===== config.mk =====
export PLATFORM = sky130hd
export DESIGN_NAME = shift_ctrl_flat
export DESIGN_NICKNAME = d
export VERILOG_FILES = /design/src/rtl/shift_ctrl_pkg.sv /design/src/rtl/shift_ctrl_if.sv /design/src/rtl/shift_addr_gen.sv /design/src/rtl/shift_ctrl.sv /design/src/flat_wrapper.sv
export SDC_FILE = /design/constraint.sdc
export NUM_CORES = 1
export LEC_CHECK = 0
export ABC_AREA = 1
export CAP_MARGIN = 20
export CORE_MARGIN = 2
export CORE_UTILIZATION = 45
export DETAILED_ROUTE_END_ITERATION = 8
export GPL_ROUTABILITY_DRIVEN = 1
export PLACE_DENSITY = 0.75
export SETUP_SLACK_MARGIN = 0.02
export SLEW_MARGIN = 15
export SYNTH_ARGS = -nofsm -noshare
export SYNTH_HDL_FRONTEND = slang
export SYNTH_HIERARCHICAL = 1
export SYNTH_SLANG_ARGS = --single-unit

===== constraint.sdc =====
create_clock -name clk -period 7.1 [get_ports clk]
set_input_delay 1.42 -clock clk [delete_from_list [all_inputs] [get_ports clk]]
set_output_delay 1.42 -clock clk [all_outputs]
set_load 0.005 [all_outputs]

===== src/rtl/shift_ctrl_pkg.sv =====
// shift_ctrl_pkg
//   Shared definitions for the shift_ctrl sequencer: FSM state encoding,
//   the window geometry (3 rows x 2 words) and the packed pixel word width.
//   No ports; imported by the interface, the address generator and the top.

package shift_ctrl_pkg;

    localparam int WIN_ROWS = 3;   // rows covered by one window
    localparam int WIN_COLS = 2;   // 32-bit words per window row
    localparam int PIX_W    = 32;  // packed pixel word width

    typedef enum logic [1:0] {
        ST_IDLE  = 2'd0,
        ST_FETCH = 2'd1,
        ST_WIN   = 2'd2
    } state_t;

endpackage : shift_ctrl_pkg


===== src/rtl/shift_ctrl_if.sv =====
// shift_ctrl_if
//   Bundles the three data-side ports of the sequencer:
//     memory read port : rd_req, rd_addr (to memory), rd_ack, rd_data (from memory)
//     datapath drive   : dp_write_en, dp_data (to shift_data_path)
//     window handshake : win_valid, win_addr (to Sobel engine), win_ready (from it)
//
//   Handshake rules (both channels): a transfer happens on a rising clk edge
//   where the producer's valid (rd_req / win_valid) and the consumer's
//   acceptance (rd_ack / win_ready) are both high. The producer holds its
//   address stable while valid is high and not yet accepted. Acceptance seen
//   while valid is low is ignored. rd_data is valid in the same cycle as rd_ack.
//
//   Modports: master = shift_ctrl side, slave = memory/datapath/engine side.

interface shift_ctrl_if
    import shift_ctrl_pkg::*;
#(
    parameter int ADDR_W = 17
);

    logic              rd_req;
    logic [ADDR_W-1:0] rd_addr;
    logic              rd_ack;
    logic [PIX_W-1:0]  rd_data;

    logic              dp_write_en;
    logic [PIX_W-1:0]  dp_data;

    logic              win_valid;
    logic              win_ready;
    logic [ADDR_W-1:0] win_addr;

    modport master (
        output rd_req, rd_addr, dp_write_en, dp_data, win_valid, win_addr,
        input  rd_ack, rd_data, win_ready
    );

    modport slave (
        input  rd_req, rd_addr, dp_write_en, dp_data, win_valid, win_addr,
        output rd_ack, rd_data, win_ready
    );

endinterface : shift_ctrl_if


===== src/rtl/shift_addr_gen.sv =====
// shift_addr_gen
//   Position and address state for shift_ctrl. Keeps three source row
//   pointers (column-0 address of rows r-1, r, r+1), the destination row
//   pointer (column-0 address of result row r), and the r/c/k counters.
//   Addresses advance by adding IMG_W per row, so no multiplier is needed.
//
//   Ports:
//     clk, reset            clock, synchronous active-high reset
//     load                  start a frame: latch bases, r=1, c=0, k=0
//     step_k                advance to the next row of the current column
//     step_col              c++, k=0
//     step_row              r++, c=0, k=0, all row pointers += IMG_W
//     src_base, dst_base    frame bases, used on load
//     rd_addr               src word (r-1+k, c)
//     win_addr              dst word (r, c-1)
//     last_k                k is on the bottom row of the window
//     col_ready             c >= 1, i.e. the datapath holds a full window
//     last_col, last_row    c == IMG_W-1, r == IMG_H-2

module shift_addr_gen
    import shift_ctrl_pkg::*;
#(
    parameter int IMG_W  = 160,
    parameter int IMG_H  = 480,
    parameter int ADDR_W = 17
) (
    input  logic              clk,
    input  logic              reset,
    input  logic              load,
    input  logic              step_k,
    input  logic              step_col,
    input  logic              step_row,
    input  logic [ADDR_W-1:0] src_base,
    input  logic [ADDR_W-1:0] dst_base,
    output logic [ADDR_W-1:0] rd_addr,
    output logic [ADDR_W-1:0] win_addr,
    output logic              last_k,
    output logic              col_ready,
    output logic              last_col,
    output logic              last_row
);

    localparam int CW = $clog2(IMG_W);
    localparam int RW = $clog2(IMG_H);

    localparam logic [ADDR_W-1:0] ROW_STEP  = ADDR_W'(IMG_W);
    localparam logic [ADDR_W-1:0] ROW_STEP2 = ADDR_W'(2 * IMG_W);

    logic [ADDR_W-1:0] row_ptr [WIN_ROWS];
    logic [ADDR_W-1:0] dst_row;
    logic [CW-1:0]     c;
    logic [RW-1:0]     r;
    logic [1:0]        k;
    logic [ADDR_W-1:0] row_sel;

    always_ff @(posedge clk) begin
        if (reset) begin
            for (int i = 0; i < WIN_ROWS; i++) begin
                row_ptr[i] <= '0;
            end
            dst_row <= '0;
            r       <= '0;
            c       <= '0;
            k       <= '0;
        end else if (load) begin
            // First window is centred on row 1, so it spans rows 0..2.
            row_ptr[0] <= src_base;
            row_ptr[1] <= src_base + ROW_STEP;
            row_ptr[2] <= src_base + ROW_STEP2;
            dst_row    <= dst_base + ROW_STEP;
            r          <= RW'(1);
            c          <= '0;
            k          <= '0;
        end else if (step_row) begin
            for (int i = 0; i < WIN_ROWS; i++) begin
                row_ptr[i] <= row_ptr[i] + ROW_STEP;
            end
            dst_row <= dst_row + ROW_STEP;
            r       <= r + RW'(1);
            c       <= '0;
            k       <= '0;
        end else if (step_col) begin
            c <= c + CW'(1);
            k <= '0;
        end else if (step_k) begin
            k <= k + 2'd1;
        end
    end

    always_comb begin
        row_sel = row_ptr[0];
        if (k == 2'd1) begin
            row_sel = row_ptr[1];
        end else if (k == 2'd2) begin
            row_sel = row_ptr[2];
        end
    end

    assign rd_addr  = row_sel + ADDR_W'(c);
    // The window just completed ends at column c, so its centre-left word is c-1.
    assign win_addr = dst_row + ADDR_W'(c) - ADDR_W'(1);

    assign last_k    = (k == 2'(WIN_ROWS - 1));
    assign col_ready = (c >= CW'(WIN_COLS - 1));
    assign last_col  = (c == CW'(IMG_W - 1));
    assign last_row  = (r == RW'(IMG_H - 2));

endmodule : shift_addr_gen


===== src/rtl/shift_ctrl.sv =====
// shift_ctrl
//   Frame sequencer for shift_data_path. For every window position it reads
//   the three words of one column (rows r-1, r, r+1) from image memory,
//   passes each acked word straight to the datapath, and once two columns
//   are loaded presents the window to the Sobel engine with its destination
//   address. One frame runs per accepted start.
//
//   Ports:
//     clk, reset            clock, synchronous active-high reset
//     start                 one-cycle frame start, ignored while busy
//     src_base, dst_base    frame word bases, latched on accepted start
//     busy                  frame in progress
//     done                  one-cycle pulse after the last window transfer
//     state_dbg             current FSM state
//     bus                   memory read, datapath drive and window channels

module shift_ctrl
    import shift_ctrl_pkg::*;
#(
    parameter int IMG_W  = 160,
    parameter int IMG_H  = 480,
    parameter int ADDR_W = 17
) (
    input  logic              clk,
    input  logic              reset,
    input  logic              start,
    input  logic [ADDR_W-1:0] src_base,
    input  logic [ADDR_W-1:0] dst_base,
    output logic              busy,
    output logic              done,
    output state_t            state_dbg,
    shift_ctrl_if.master      bus
);

    generate
        if (IMG_W < 2 || IMG_H < 3) begin : g_bad_params
            $error("shift_ctrl: IMG_W must be >= 2 and IMG_H must be >= 3");
        end
    endgenerate

    state_t state, state_n;
    logic   done_q, done_n;

    logic load, step_k, step_col, step_row;
    logic last_k, col_ready, last_col, last_row;

    logic [ADDR_W-1:0] gen_rd_addr;
    logic [ADDR_W-1:0] gen_win_addr;

    logic             rd_req;
    logic             dp_write_en;
    logic [PIX_W-1:0] dp_data;
    logic             win_valid;

    shift_addr_gen #(
        .IMG_W  (IMG_W),
        .IMG_H  (IMG_H),
        .ADDR_W (ADDR_W)
    ) u_addr_gen (
        .clk       (clk),
        .reset     (reset),
        .load      (load),
        .step_k    (step_k),
        .step_col  (step_col),
        .step_row  (step_row),
        .src_base  (src_base),
        .dst_base  (dst_base),
        .rd_addr   (gen_rd_addr),
        .win_addr  (gen_win_addr),
        .last_k    (last_k),
        .col_ready (col_ready),
        .last_col  (last_col),
        .last_row  (last_row)
    );

    always_ff @(posedge clk) begin
        if (reset) begin
            state  <= ST_IDLE;
            done_q <= 1'b0;
        end else begin
            state  <= state_n;
            done_q <= done_n;
        end
    end

    always_comb begin
        state_n     = state;
        done_n      = 1'b0;
        load        = 1'b0;
        step_k      = 1'b0;
        step_col    = 1'b0;
        step_row    = 1'b0;
        rd_req      = 1'b0;
        dp_write_en = 1'b0;
        dp_data     = '0;
        win_valid   = 1'b0;

        unique case (state)
            ST_IDLE: begin
                if (start) begin
                    load    = 1'b1;
                    state_n = ST_FETCH;
                end
            end

            ST_FETCH: begin
                rd_req = 1'b1;
                if (bus.rd_ack) begin
                    // Datapath shifts on the same edge the memory accepts.
                    dp_write_en = 1'b1;
                    dp_data     = bus.rd_data;
                    if (!last_k) begin
                        step_k = 1'b1;
                    end else if (col_ready) begin
                        // k stays at the bottom row; leaving WIN clears it.
                        state_n = ST_WIN;
                    end else begin
                        // First column of a row only primes the window.
                        step_col = 1'b1;
                    end
                end
            end

            ST_WIN: begin
                win_valid = 1'b1;
                if (bus.win_ready) begin
                    if (!last_col) begin
                        step_col = 1'b1;
                        state_n  = ST_FETCH;
                    end else if (!last_row) begin
                        step_row = 1'b1;
                        state_n  = ST_FETCH;
                    end else begin
                        done_n  = 1'b1;
                        state_n = ST_IDLE;
                    end
                end
            end

            default: begin
                state_n = ST_IDLE;
            end
        endcase
    end

    assign busy      = (state != ST_IDLE);
    assign done      = done_q;
    assign state_dbg = state;

    // Addresses read as zero outside the state that presents them.
    assign bus.rd_req      = rd_req;
    assign bus.rd_addr     = (state == ST_FETCH) ? gen_rd_addr : '0;
    assign bus.dp_write_en = dp_write_en;
    assign bus.dp_data     = dp_data;
    assign bus.win_valid   = win_valid;
    assign bus.win_addr    = (state == ST_WIN) ? gen_win_addr : '0;

endmodule : shift_ctrl


===== src/flat_wrapper.sv =====
// flat-port wrapper written by rule: the top's interface ports become plain ports
module shift_ctrl_flat import shift_ctrl_pkg::*;
#(
    parameter int IMG_W  = 160,
    parameter int IMG_H  = 480,
    parameter int ADDR_W = 17
)
  (clk, reset, start, src_base, dst_base, busy, done, state_dbg, bus_rd_req, bus_rd_addr, bus_dp_write_en, bus_dp_data, bus_win_valid, bus_win_addr, bus_rd_ack, bus_rd_data, bus_win_ready);
  shift_ctrl_if #(.ADDR_W(ADDR_W)) bus_i ();
  input  logic clk;
  input  logic reset;
  input  logic start;
  input  logic [ADDR_W-1:0] src_base;
  input  logic [ADDR_W-1:0] dst_base;
  output logic busy;
  output logic done;
  output state_t state_dbg;
  output wire logic [$bits(bus_i.rd_req)-1:0] bus_rd_req;
  output wire logic [$bits(bus_i.rd_addr)-1:0] bus_rd_addr;
  output wire logic [$bits(bus_i.dp_write_en)-1:0] bus_dp_write_en;
  output wire logic [$bits(bus_i.dp_data)-1:0] bus_dp_data;
  output wire logic [$bits(bus_i.win_valid)-1:0] bus_win_valid;
  output wire logic [$bits(bus_i.win_addr)-1:0] bus_win_addr;
  input wire logic [$bits(bus_i.rd_ack)-1:0] bus_rd_ack;
  input wire logic [$bits(bus_i.rd_data)-1:0] bus_rd_data;
  input wire logic [$bits(bus_i.win_ready)-1:0] bus_win_ready;
  assign bus_rd_req = bus_i.rd_req;
  assign bus_rd_addr = bus_i.rd_addr;
  assign bus_dp_write_en = bus_i.dp_write_en;
  assign bus_dp_data = bus_i.dp_data;
  assign bus_win_valid = bus_i.win_valid;
  assign bus_win_addr = bus_i.win_addr;
  assign bus_i.rd_ack = bus_rd_ack;
  assign bus_i.rd_data = bus_rd_data;
  assign bus_i.win_ready = bus_win_ready;
  shift_ctrl #(.IMG_W(IMG_W), .IMG_H(IMG_H), .ADDR_W(ADDR_W)) u_core (.clk(clk), .reset(reset), .start(start), .src_base(src_base), .dst_base(dst_base), .busy(busy), .done(done), .state_dbg(state_dbg), .bus(bus_i));
endmodule

Word level (Yosys, flattened, before mapping)
Memories as Yosys holds them, arrays and structs flattened.
Cells that the tools add are included.
- memory bits (writable): 51
- output and inout port bits: 73
- memories: 1
- register bits after elaboration: 39
- word-level logic and storage cells: 103
- input port bits: 71
- memory list (name ; depth ; width ; rd ports ; clocked after Yosys merged registers in ; wr ports ; RTL line ; source):
    u_core.u_addr_gen.row_ptr ; 3 ; 17 ; 3 ; 0 ; 3 ; shift_addr_gen.sv:49 ; logic [ADDR_W-1:0] row_ptr [WIN_ROWS];
- $add $sub $neg: 13
- bitwise gates (word level): 9
- reductions and logical operators: 8
- multiplexer cells: 53
- order comparisons: 1
- equal/unequal tests: 11
- operators by type and width (cell ; number):
    2-to-1 mux 17 bit ; 12
    adder 17 x 8 -> 17 bit, second input constant ; 6
    2-to-1 mux 32 bit ; 2
    adder 17 x 8 -> 17 bit ; 2
    2-to-1 mux 1 bit ; 31
    adder 17 x 9 -> 17 bit, second input constant ; 1
    subtractor 17 x 1 -> 17 bit, second input constant ; 1
    2-to-1 mux 2 bit ; 6
    adder 9 x 1 -> 9 bit, second input constant ; 1
    == test 9 bit, second input constant ; 1
    adder 8 x 1 -> 8 bit, second input constant ; 1
    == test 8 bit, second input constant ; 1
    >= comparator 8 x 1 -> 1 bit, second input constant ; 1
    OR reduction 4 bit ; 2
    inequality test 2 bit, second input constant ; 3
    OR 1 bit ; 6
    case mux 2 bit (3 select lines) ; 1
    AND reduction 5 bit ; 1
    == test 2 x 1 -> 1 bit, second input constant ; 2
    == test 2 bit, second input constant ; 2
    inequality test 2 x 1 -> 1 bit, second input constant ; 2
    nonzero test 2 bit ; 2
    NOT 1 bit ; 3
    OR reduction 3 bit ; 1
    4 further kinds ; 4

Logic depth before layout (Yosys ltp)
- depth after elaboration: 10
- depth in mapped cells: 18

Modules after synthesis
Netlist, hierarchy kept.
- by module, submodules not included (module ; cells each ; instances ; area each (um^2)):
    shift_addr_gen ; 942 ; 1 ; 6442.4
    shift_ctrl ; 186 ; 1 ; 852.1

Worst setup path after synthesis
No wires, ideal clock.
- path kind: reg-to-output
- start: register u_core.u_addr_gen.k[1]
- end: output bus_rd_addr[16]
- path slack: 3459 ps
- arrival: 2221 ps
- stages on the path, launching flop included: 17
- path through: dfxtp_1 > inv_1 > ha_1 > inv_2 > buf_6 > o21ai_0 > o22ai_1 > ha_1 > a21oi_1 > o21ai_0 > nor2_1 > inv_1 > nand2_1 > nand2_1 > nand2_1 > nand2_1 > inv_1
- longest elaborated chain between the ends: 5
- ends and longest elaborated chain (what ; RTL line ; source):
    from (decl) ; shift_addr_gen.sv:53 ; logic [1:0] k;
    from (signal assigned) ; shift_addr_gen.sv:86 ; k <= k + 2'd1;
    == test 2 bit ; shift_addr_gen.sv:94 ; end else if (k == 2'd2) begin
    2-to-1 mux 17 bit ; shift_addr_gen.sv:94 ;
    2-to-1 mux 17 bit (*) ; shift_addr_gen.sv:92 ; if (k == 2'd1) begin
    adder 17 x 8 -> 17 bit (*) ; shift_addr_gen.sv:99 ; assign rd_addr = row_sel + ADDR_W'(c);
    via u_core.gen_rd_addr[16] ; shift_ctrl.sv:47 ; logic [ADDR_W-1:0] gen_rd_addr;
    2-to-1 mux 17 bit (*) ; shift_ctrl.sv:152 ; assign bus.rd_addr = (state == ST_FETCH) ? gen_rd_addr : '0;
    to (decl) ; flat_wrapper.sv:19 ; output wire logic [$bits(bus_i.rd_addr)-1:0] bus_rd_addr;
Mark *: on every way through the listed nets, which the timed path passes. The rest lies on a longest branch.

Worst setup path after layout
- start: register u_core.u_addr_gen.k[0]
- end: output bus_rd_addr[16]
- longest elaborated chain between the ends: 5
- ends and longest elaborated chain (what ; RTL line ; source):
    == test 2 bit ; -- ;
    via u_core.last_k ; shift_ctrl.sv:45 ; logic last_k, col_ready, last_col, last_row;
    2-to-1 mux 17 bit ; shift_addr_gen.sv:94 ;
    2-to-1 mux 17 bit ; shift_addr_gen.sv:92 ;
    adder 17 x 8 -> 17 bit ; shift_addr_gen.sv:99 ;
    via u_core.gen_rd_addr[16] ; shift_ctrl.sv:47 ;
    2-to-1 mux 17 bit ; shift_ctrl.sv:152 ;
The timed path passes the listed nets, and every way through them passes these cells.

==> results list <==
- Outcome: finished clean
- Counting flops with a built-in enable in the synthesized netlist gives 41.
- Critical path data arrival time: 3.47 ns
* Antenna violations before repair: 0
- Total number of vias: 7,432
* Lkg Pwr: 0.00443 uW
- Detail-routed net length per standard cell: 12.9 um
- Last weighted congestion value of the routability-driven placer: 0.878
- Hold is met by 0.487 ns.
- Biggest fanout along the worst timing path: 14
- Buffers inserted during post-CTS setup optimization: 0
* Highest clock frequency the design can meet: 204 MHz
- The worst register-to-register path begins at u_core/u_addr_gen/c[0].
* Ys async rst share: 0%
- Netlist area before placement: 0.00729 mm^2
- With fillers left out, the area of the finished cells amounts to 0.00917 mm^2.
- The tool flagged a number of max-cap violations equal to 0.
- After technology mapping, the gate count stands at 1,128.
* Minimum clock period after layout: 4.89 ns
- Final #Nets: 1,384
- Clock sinks: 80
- Nature of the critical path endpoint: output port
* Sequential area share after synthesis: 27.6%
- Number of detailed-route iterations in the first pass: 5
- Number of levels in the clock H-tree: 3
- Cell Area, Placed: 0.00884 mm^2
* Startpoint of the most critical setup path: u_core/u_addr_gen/k[0]
* Worst slew margin: 36.2%
* DP HPWL: 15.0 mm
* Slew at the pin closest to its max-slew limit: 0.956 ns
- Setup violations remaining at the end of the flow were counted as 0.
- Mapped Avg Cell Area: 6.47 um^2
- Clock tree from TritonCTS: built
* Startpoint kind of the worst setup timing path: flip-flop
- The Yosys step of the flow raised 6 warnings.
- Chip Width: 131 um
- For flop-to-flop paths, the worst setup slack is 3.51 ns.
- Counting distinct cell types in the post-synthesis netlist gives 51.
- Final critical-path share of the clock period: 68.9%
* DRC Markers: 0
* Synth-to-layout area growth: 25.7%
* GR Util All Layers: 21.8%
* Number of buffers added to fix hold violations after cts: 0
* Chip height: 131 um
* Global-route wire length before repair: 31.2 mm
- Measured in cells, the most critical reg-to-reg path has a length of 9.
- Number of I/O pins: 144
- The count of final hold-check violations was 0.
- For the final database, setup skew stands at 0.0122 ns.
- Number of non-filler instances in the completed layout: 1,480
- The endpoint identified for the worst register-to-register timing path is u_core/u_addr_gen/row_ptr[0][49].
* Post-route core utilization: 57.7%
* Setup repair after global routing missed its margin: no
- The later pin in the worst-skew pair is clocked with a latency of 0.35 ns.
- Number of pins with negative max-slew slack in the final report: 0
* Post-placement cell count: 1,463
* Yosys reg bits: 80
- For this block, the initial DRC count from the detailed router was 614.
- In the final layout, the share of cells above drive strength 1 is 5.30%.
* Via count normalized by instance count: 5.02
- The initialized floorplan defines 46 standard-cell rows.
- The final layout contains routed wiring with a total length of 19.1 mm.
- Entering global routing, the biggest net connects 44 pins.
- The worst setup path is of the flip-flop to output port kind.
- The min-delay analysis places its worst path in the category flip-flop to flip-flop.
- ANT nets after route: 0
- Aggregate global routing overflow: 0
- The floorplan step defined a die boundary enclosing 0.0172 mm^2.
- Core region area: 0.0159 mm^2
- The number of clock buffers added by TritonCTS is 9.
* I/O Buffers: 143
* CTS Root Cell: sky130_fd_sc_hd__clkbuf_16
- In this run the deepest clock path goes through 2 buffers.
* Number of diodes: 0
* Final total negative setup slack: 0 ns
- Most used DFF post-synth: sky130_fd_sc_hd__edfxtp_1
* Via count of the first global-routing pass: 6,570
* Syn_nets: 1,253
- Resized Gates After CTS: 0
- In this run the worst setup path terminates at bus_rd_addr[16].
* Power density cells: 267 mW/mm^2
- The initial utilization of the core area, before any placement, comes to 45.9%.
- The worst-case IR drop observed on VDD is 0.178 mV.
* Worst endpoint required time: 5.68 ns
- Clock-pin slew reported for the worst setup and hold paths after clock tree synthesis: 0.07 ns
## cell usage after synthesis, types with 5 or more instances
cell | instances | area share [%]
sky130_fd_sc_hd__o21ai_0 | 67 | 4.6
sky130_fd_sc_hd__inv_2 | 7 | 0.36
sky130_fd_sc_hd__dfxtp_1 | 39 | 11
sky130_fd_sc_hd__a31oi_1 | 5 | 0.43
sky130_fd_sc_hd__xor2_1 | 23 | 2.8
sky130_fd_sc_hd__inv_1 | 217 | 11
sky130_fd_sc_hd__edfxtp_1 | 41 | 17
sky130_fd_sc_hd__nor2_1 | 122 | 6.3
sky130_fd_sc_hd__nand2_2 | 15 | 1.3
sky130_fd_sc_hd__buf_2 | 15 | 1.0
sky130_fd_sc_hd__nor2_4 | 6 | 0.93
sky130_fd_sc_hd__nand3_1 | 71 | 4.9
sky130_fd_sc_hd__a21oi_1 | 49 | 3.4
sky130_fd_sc_hd__nor2_2 | 8 | 0.69
sky130_fd_sc_hd__xnor2_1 | 10 | 1.2
sky130_fd_sc_hd__nor3_1 | 16 | 1.1
sky130_fd_sc_hd__nand2_1 | 283 | 15
sky130_fd_sc_hd__o22ai_1 | 11 | 0.94
sky130_fd_sc_hd__nand4_1 | 13 | 1.1
sky130_fd_sc_hd__ha_1 | 52 | 8.9
## report_power, final
group / leakage (uW) / total [uW] / internal (uW) / switching, uW
logic: 0.00352 / 1290 / 543 / 752
registers: 0.000759 / 684 / 593 / 91.4
clock network: 0.000149 / 472 / 271 / 200
total: 0.00443 / 2450 / 1410 / 1040
## worst max-delay path: stages (launching register included)
cell and delay (ns):
sky130_fd_sc_hd__dfxtp_1 0.33, sky130_fd_sc_hd__inv_1 0.06, sky130_fd_sc_hd__ha_1 0.42, sky130_fd_sc_hd__inv_2 0.21
sky130_fd_sc_hd__a21oi_1 0.16, sky130_fd_sc_hd__o21ai_0 0.09, sky130_fd_sc_hd__o21ai_0 0.12, sky130_fd_sc_hd__ha_1 0.28
sky130_fd_sc_hd__a21oi_1 0.14, sky130_fd_sc_hd__o21ai_0 0.10, sky130_fd_sc_hd__nor2_1 0.31, sky130_fd_sc_hd__inv_1 0.10
sky130_fd_sc_hd__nand2_1 0.08, sky130_fd_sc_hd__nand2_1 0.04, sky130_fd_sc_hd__nand2_1 0.06, sky130_fd_sc_hd__nand2_1 0.05
sky130_fd_sc_hd__inv_1 0.07, sky130_fd_sc_hd__clkdlybuf4s50_1 0.50
## state kept, by name (all words and copies together) (netlist names)
register / cells
u_core/u_addr_gen/row_ptr: 41
u_core/u_addr_gen/dst_row: 17
u_core/u_addr_gen/r: 9
u_core/u_addr_gen/c: 8
u_core/state_dbg: 2
u_core/u_addr_gen/k: 2
u_core/done: 1
## layout by cell type, fill, tap and decap left out, types with 11 or more instances in the layout
| cell type | instances |
|---|---|
| sky130_fd_sc_hd__a21oi_1 | 49 |
| sky130_fd_sc_hd__clkdlybuf4s50_1 | 143 |
| sky130_fd_sc_hd__dfxtp_1 | 39 |
| sky130_fd_sc_hd__edfxtp_1 | 41 |
| sky130_fd_sc_hd__ha_1 | 52 |
| sky130_fd_sc_hd__inv_1 | 217 |
| sky130_fd_sc_hd__nand2_1 | 283 |
| sky130_fd_sc_hd__nand2_2 | 15 |
| sky130_fd_sc_hd__nand3_1 | 71 |
| sky130_fd_sc_hd__nand4_1 | 13 |
| sky130_fd_sc_hd__nor2_1 | 122 |
| sky130_fd_sc_hd__nor3_1 | 16 |
| sky130_fd_sc_hd__o21ai_0 | 67 |
| sky130_fd_sc_hd__o22ai_1 | 11 |
| sky130_fd_sc_hd__xor2_1 | 23 |
## per-stage QoR
step                      total power, uW  worst slack, ns
final                                2450             2.21
after global routing                 2660             1.86
after CTS                            2450             2.21
after detailed placement             1970             2.26
after global placement               1950             2.44
after floorplan                      1570             3.46
## logic make-up (layout without fill, tap and decap cells)
kind of cell	after synthesis	in the layout	synth area share [%]
buffers and inverters	250	386	13.8
DFF	80	80	27.6
and+or+nand+nor	552	552	33.0
muxes	1	1	0.137
xor gates and xnor gates	33	33	3.96
AOI/OAI and AO/OA	158	158	12.1
adders and majority gates	54	54	9.47
## cell type report
cell class                 instances  area (um^2)
clock inverter                     4         32.5
tap                              216          270
sequential                        80         2010
clock buffer                      12          268
inverter                         226          852
multi-input combinational        798         4280
timing repair buffer             144         1460
fill                            1580         6720
## layer usage
metal  wire length (um)  GRT usage [%]
met3               1590           4.21
met4                230           5.25
met2               8700           36.0
met5                  0              0
met1               8600           29.6
## worst min-delay path by stage
stage	startpoint	end	slack (ns)	cells after the start
2_1_floorplan	u_core/u_addr_gen/dst_row[0]	u_core/u_addr_gen/dst_row[0]	0.45	2
3_3_place_gp	u_core/u_addr_gen/dst_row[1]	u_core/u_addr_gen/dst_row[1]	0.47	2
3_5_place_dp	u_core/u_addr_gen/dst_row[3]	u_core/u_addr_gen/dst_row[3]	0.48	2
4_1_cts	u_core/u_addr_gen/dst_row[3]	u_core/u_addr_gen/dst_row[3]	0.49	2
5_1_grt	u_core/u_addr_gen/dst_row[3]	u_core/u_addr_gen/dst_row[3]	0.51	2
6_report	u_core/u_addr_gen/dst_row[3]	u_core/u_addr_gen/dst_row[3]	0.49	2
Note: power is estimated with default switching activity, not from simulation.
